### src/rtl/mem_bus_pkg.sv
// Shared state encoding and default bus geometry for the memory bus initiator.
package mem_bus_pkg;

   typedef enum logic [1:0] {
      MM_INIT,
      MM_IDLE,
      MM_READ,
      MM_WRITE
   } mm_state_e;

   localparam int MM_AW = 8;
   localparam int MM_DW = 32;
   localparam int MM_LW = 4;

endpackage

### src/rtl/mem_master.sv
// Burst initiator for the single-port word memory: registered strobes, pipelined read return.
// Optional MEM_MASTER_INIT_CLEAR_EN: sweep INIT_VALUE over the whole memory after reset.
module mem_master
   import mem_bus_pkg::*;
#(
   parameter int AW = MM_AW,
   parameter int DW = MM_DW,
   parameter int LW = MM_LW,
   parameter logic [DW-1:0] INIT_VALUE = '0
) (
   input  logic          clk,
   input  logic          rst,
   input  logic          cmd_valid,
   output logic          cmd_ready,
   input  logic          cmd_write,
   input  logic [AW-1:0] cmd_addr,
   input  logic [LW-1:0] cmd_len,
   input  logic          wdata_valid,
   input  logic [DW-1:0] wdata,
   output logic          wdata_ready,
   output logic          rsp_valid,
   output logic [DW-1:0] rsp_data,
   output logic          rsp_last,
   output logic          done,
   output logic          busy,
   output logic [AW-1:0] mem_addr,
   output logic          mem_ce,
   output logic          mem_sel,
   output logic          mem_pwrite,
   output logic [DW-1:0] mem_wr_data,
   input  logic [DW-1:0] mem_rd_data
);

   mm_state_e     state_q, state_d;
   logic [AW-1:0] addr_q, addr_d;
   logic [LW-1:0] remaining_q, remaining_d;
   logic          lastBeat_q, lastBeat_d;
   logic [AW-1:0] memAddr_q, memAddr_d;
   logic          memCe_q, memCe_d;
   logic          memSel_q, memSel_d;
   logic          memPwrite_q, memPwrite_d;
   logic [DW-1:0] memWrData_q, memWrData_d;
   logic          rspValid_q, rspValid_d;
   logic          rspLast_q, rspLast_d;
   logic          done_q, done_d;

   // addr_q always holds the address of the next beat to issue; lastBeat_q tags the beat on the bus.
   always_comb begin
      state_d     = state_q;
      addr_d      = addr_q;
      remaining_d = remaining_q;
      lastBeat_d  = 1'b0;
      memAddr_d   = memAddr_q;
      memCe_d     = 1'b0;
      memSel_d    = 1'b1;
      memPwrite_d = 1'b0;
      memWrData_d = memWrData_q;
      rspValid_d  = memCe_q && !memPwrite_q;
      rspLast_d   = memCe_q && !memPwrite_q && lastBeat_q;
      done_d      = memCe_q && lastBeat_q;

      case (state_q)
         MM_INIT: begin
            memCe_d     = 1'b1;
            memSel_d    = 1'b0;
            memPwrite_d = 1'b1;
            memAddr_d   = addr_q;
            memWrData_d = INIT_VALUE;
            addr_d      = addr_q + 1'b1;
            if (addr_q == {AW{1'b1}}) begin
               state_d = MM_IDLE;
            end
         end
         MM_IDLE: begin
            if (cmd_valid) begin
               remaining_d = cmd_len;
               addr_d      = cmd_addr;
               if (cmd_write) begin
                  state_d = MM_WRITE;
               end else begin
                  // The first read beat goes out on the handshake edge itself.
                  state_d     = MM_READ;
                  memCe_d     = 1'b1;
                  memSel_d    = 1'b0;
                  memAddr_d   = cmd_addr;
                  addr_d      = cmd_addr + 1'b1;
                  lastBeat_d  = (cmd_len == '0);
               end
            end
         end
         MM_READ: begin
            if (remaining_q == '0) begin
               state_d = MM_IDLE;
            end else begin
               memCe_d     = 1'b1;
               memSel_d    = 1'b0;
               memAddr_d   = addr_q;
               addr_d      = addr_q + 1'b1;
               remaining_d = remaining_q - 1'b1;
               lastBeat_d  = (remaining_q == LW'(1));
            end
         end
         MM_WRITE: begin
            if (wdata_valid) begin
               memCe_d     = 1'b1;
               memSel_d    = 1'b0;
               memPwrite_d = 1'b1;
               memAddr_d   = addr_q;
               memWrData_d = wdata;
               addr_d      = addr_q + 1'b1;
               lastBeat_d  = (remaining_q == '0);
               if (remaining_q == '0) begin
                  state_d = MM_IDLE;
               end else begin
                  remaining_d = remaining_q - 1'b1;
               end
            end
         end
         default: state_d = MM_IDLE;
      endcase
   end

   always_ff @(posedge clk) begin
      if (rst) begin
`ifdef MEM_MASTER_INIT_CLEAR_EN
         state_q     <= MM_INIT;
`else
         state_q     <= MM_IDLE;
`endif
         addr_q      <= '0;
         remaining_q <= '0;
         lastBeat_q  <= 1'b0;
         memAddr_q   <= '0;
         memCe_q     <= 1'b0;
         memSel_q    <= 1'b1;
         memPwrite_q <= 1'b0;
         memWrData_q <= '0;
         rspValid_q  <= 1'b0;
         rspLast_q   <= 1'b0;
         done_q      <= 1'b0;
      end else begin
         state_q     <= state_d;
         addr_q      <= addr_d;
         remaining_q <= remaining_d;
         lastBeat_q  <= lastBeat_d;
         memAddr_q   <= memAddr_d;
         memCe_q     <= memCe_d;
         memSel_q    <= memSel_d;
         memPwrite_q <= memPwrite_d;
         memWrData_q <= memWrData_d;
         rspValid_q  <= rspValid_d;
         rspLast_q   <= rspLast_d;
         done_q      <= done_d;
      end
   end

   assign cmd_ready   = (state_q == MM_IDLE) && !rst;
   assign wdata_ready = (state_q == MM_WRITE);
   assign busy        = (state_q != MM_IDLE);
   assign rsp_valid   = rspValid_q;
   assign rsp_data    = mem_rd_data;
   assign rsp_last    = rspLast_q;
   assign done        = done_q;
   assign mem_addr    = memAddr_q;
   assign mem_ce      = memCe_q;
   assign mem_sel     = memSel_q;
   assign mem_pwrite  = memPwrite_q;
   assign mem_wr_data = memWrData_q;

endmodule

### config.mk
export PLATFORM = sky130hd
export DESIGN_NAME = mem_master
export DESIGN_NICKNAME = d
export VERILOG_FILES = /design/src/rtl/mem_bus_pkg.sv /design/src/rtl/mem_master.sv
export SDC_FILE = /design/constraint.sdc
export NUM_CORES = 1
export LEC_CHECK = 0
export CAP_MARGIN = 5
export CORE_MARGIN = 4
export CORE_UTILIZATION = 39
export DETAILED_ROUTE_END_ITERATION = 8
export PLACE_DENSITY = 0.92
export SYNTH_ARGS = -nofsm -noshare
export SYNTH_HDL_FRONTEND = slang
export SYNTH_SLANG_ARGS = --single-unit
### constraint.sdc
create_clock -name clk -period 2.3 [get_ports clk]
set_clock_uncertainty 0.05 [all_clocks]
set_input_delay 0.46 -clock clk [delete_from_list [all_inputs] [get_ports clk]]
set_output_delay 0.46 -clock clk [all_outputs]
set_load 0.05 [all_outputs]
==> reports/metrics.csv <==
metric;value;unit
overall die width;95.1;microns
highest attainable clock frequency;0.461;GHz
routed vias/inst;5.29;
TritonCTS sink count;61;
final critical-path required period;2170;ps
final-report hold violation count;0;
number of enable-type register cells in the synthesized netlist;0;
WP data arrival;1660;ps
CP required;1790;ps
switching power summed over all nets;2.08;mW
number of antenna violations at the first check in global routing;0;
Post-Place Setup Slack;19.2;ps
via count of the first global-routing pass;2625;
share of flip-flops with an asynchronous set or reset after synthesis;0;%
critical path capture point type;output pin;
Site Rows;31;
path category of the worst min-delay check;input pin to register;
Routed WL;7600;microns
post-synth cell types;43;
synth top area cells;sky130_fd_sc_hd__dfxtp_1 41%, sky130_fd_sc_hd__a22oi_1 8.9%, sky130_fd_sc_hd__buf_4 8.4%, sky130_fd_sc_hd__nor2_1 7.1%, sky130_fd_sc_hd__mux2i_1 3.7%;
Starting Density;40.4;%
fin. max-slew vios;0;
Die Height;95.1;microns
GR Overflow Total;0;
iteration count of the initial detailed-routing pass;5;
Port-buffer cells;97;
Syn Std Cell Area;2960;sq um
startpoint kind of the worst setup timing path;register;
TritonCTS buffer count;9;
relative area change from synthesis to final layout;36.8;%
P_leak;1.56;nW
post-synth top area cell;sky130_fd_sc_hd__dfxtp_1;
path type of the worst setup path;register to output pin;
count of vias placed by the detailed router;2700;
full die area;9050;sq um
GPL Wtd Cong;0.900;
Root Driver;sky130_fd_sc_hd__clkbuf_8;
count of synthesis-stage warnings from yosys;0;
actual slew at the worst max-slew pin;622;ps
fin crit share;94.3;%
largest net degree at the start of global routing;62;
design internal power;2.90;mW
leading register cell type out of synthesis;sky130_fd_sc_hd__dfxtp_1;
slew margin rel.;58.5;%
post-route ant nets;0;
post-layout worst setup margin;130;ps
worst-path cell chain;ha_1 -> buf_6 -> nand2b_1 -> inv_1 -> buf_12;
Mapped Nets;431;
pwr/cell area;1230;nW/um^2
switching share of power;41.9;%
highest ir drop seen on vdd;651;uV
run status;completed;
CTS Hold Buffers Added;0;
HPWL reported at the end of detailed placement;5370;microns
final total negative setup slack;0;ps
n_diodes;0;
number of DRC markers in iteration 0;114;
Post-Syn Area per Cell;8.66;sq um
global-route wire length before repair;11800;microns
fraction of the yosys area taken by sequential cells;41.2;%
Flop pwr share;30.5;%
number of fill cells in the layout;626;
clock power share;21.6;%
clock latency on the worst-skew pair;340;ps
number of max-cap violations;0;
number of primary I/O pins;162;
cell with the largest stage delay on the worst path;sky130_fd_sc_hd__dfxtp_1;
ratio of cells with drive above 1 in the final layout;8.76;%
leading cell types in the layout, fill and taps excluded;93 x sky130_fd_sc_hd__clkdlybuf4s50_1, 60 x sky130_fd_sc_hd__dfxtp_1, 56 x sky130_fd_sc_hd__nor2_1, 35 x sky130_fd_sc_hd__a22oi_1, 15 x sky130_fd_sc_hd__a21oi_1;
GRT Util Overall;16.5;%
synthesized netlist cell count;342;
area fraction of the dominant cell type after synthesis;41.2;%
final setup fails;0;
RSZ-0062 raised after global routing;false;
H-tree depth;3;
combinational share of power;47.9;%
clock tree from TritonCTS;yes;
critical-path maximum fanout;17;
total core area;7330;sq um
clock transition at the register clock pins on the worst setup and hold paths after CTS;70;ps
DRC violation count after routing;0;
Largest stage delay, worst path;430;ps
most common cell after layout, fill and taps aside;sky130_fd_sc_hd__clkdlybuf4s50_1;
number of nets in the final layout;495;
WL/cell;14.9;microns
Synth Register Bits;61;
Max clock buf depth;2;
-- stage by stage --
stage          std cells  hold WS (ps)  instance area (sq um)  power [mW]  utilization (%)
4_1_cts              510           401                   4050        4.99             55.2
6_report             510           403                   4050        4.98             55.3
2_1_floorplan        342           407                   2960        3.28                -
3_3_place_gp         494           380                   3820        3.81             52.1
3_5_place_dp         494           414                   3820        3.88             52.1
5_1_grt              510           425                   4050        5.26             55.3
-- power groups by stage --
stage	Combinational, mW	Clock, mW	Sequential [mW]
after floorplan	1.32	0	1.96
after global placement	2.29	0	1.52
after detailed placement	2.35	0	1.53
after CTS	2.37	1.11	1.51
after global routing	2.56	1.15	1.55
final	2.38	1.08	1.52
-- worst max-delay path, delay by kind of cell (launching register included) --
kind / cells / cell delay (ps)
simple gates: 1 / 120
buf+inv: 3 / 480
fa+ha+maj: 1 / 280
flops: 1 / 430
-- metal layers --
layer  wire length, microns  global-route usage [%]  vias up
met5                      0                       0        -
met4                    114                    5.41        0
met3                    656                    7.34       16
met2                   3840                    28.8      123
met1                   2990                    17.9     1259
li1                       -                       -     1302
-- sequential cells by signal (all words and copies together), names as in the netlist, 2 cells and up --
name	cells
addr_q	8
remaining_q	4
mem_addr	8
state_q	2
mem_wr_data	32
-- synth_stat cells, types with 4 or more instances --
cell	count
sky130_fd_sc_hd__a211oi_1	11
sky130_fd_sc_hd__nor2_1	56
sky130_fd_sc_hd__nor2b_1	4
sky130_fd_sc_hd__dfxtp_1	61
sky130_fd_sc_hd__a22oi_1	35
sky130_fd_sc_hd__inv_1	8
sky130_fd_sc_hd__and2_1	4
sky130_fd_sc_hd__nor3b_1	4
sky130_fd_sc_hd__nand3_1	4
sky130_fd_sc_hd__a21oi_1	16
sky130_fd_sc_hd__ha_1	8
sky130_fd_sc_hd__clkbuf_1	18
sky130_fd_sc_hd__mux2i_1	11
sky130_fd_sc_hd__buf_4	33
sky130_fd_sc_hd__o21ai_0	9
sky130_fd_sc_hd__xnor2_1	5
sky130_fd_sc_hd__nand2_1	11
sky130_fd_sc_hd__nor3_1	6
sky130_fd_sc_hd__nand2b_1	5
-- path summary, 6_finish.rpt --
path / start / end / slack, ps / depth (start not counted)
hold reg to reg: mem_pwrite / rsp_last / 410 / 1
setup / recovery: state_q[0] / cmd_ready / 130 / 5
setup reg to reg: remaining_q[0] / mem_addr[1] / 190 / 9
hold / removal: rst / state_q[1] / 400 / 3
-- final cells by class --
| class | instances | area [sq um] | share of cell area [%] |
|---|---|---|---|
| clock buffer | 12 | 155 | 3.83 |
| timing repair buffer | 106 | 1070 | 26.3 |
| multi-input combinational | 219 | 1380 | 34.0 |
| sequential | 61 | 1220 | 30.2 |
| clock inverter | 4 | 70.1 | 1.73 |
| inverter | 9 | 33.8 | 0.834 |
| tap | 99 | 124 | 3.06 |
-- cells by family after synthesis --
logic type,count (synthesis),share of synthesized area (%)
simple gates,111,18.2
compound gates,82,19.1
buf+inv,62,12.3
flops,61,41.2
mux,11,3.72
fa+ha+maj,8,3.38
xor+xnor,7,2.07
-- timing repair --
action / CTS / global route
gates resized for setup: 0 / 2
setup buffers: 0 / 0
endpoints found under the setup margin: 0 / 1
Power figures use the tool's default switching activity.
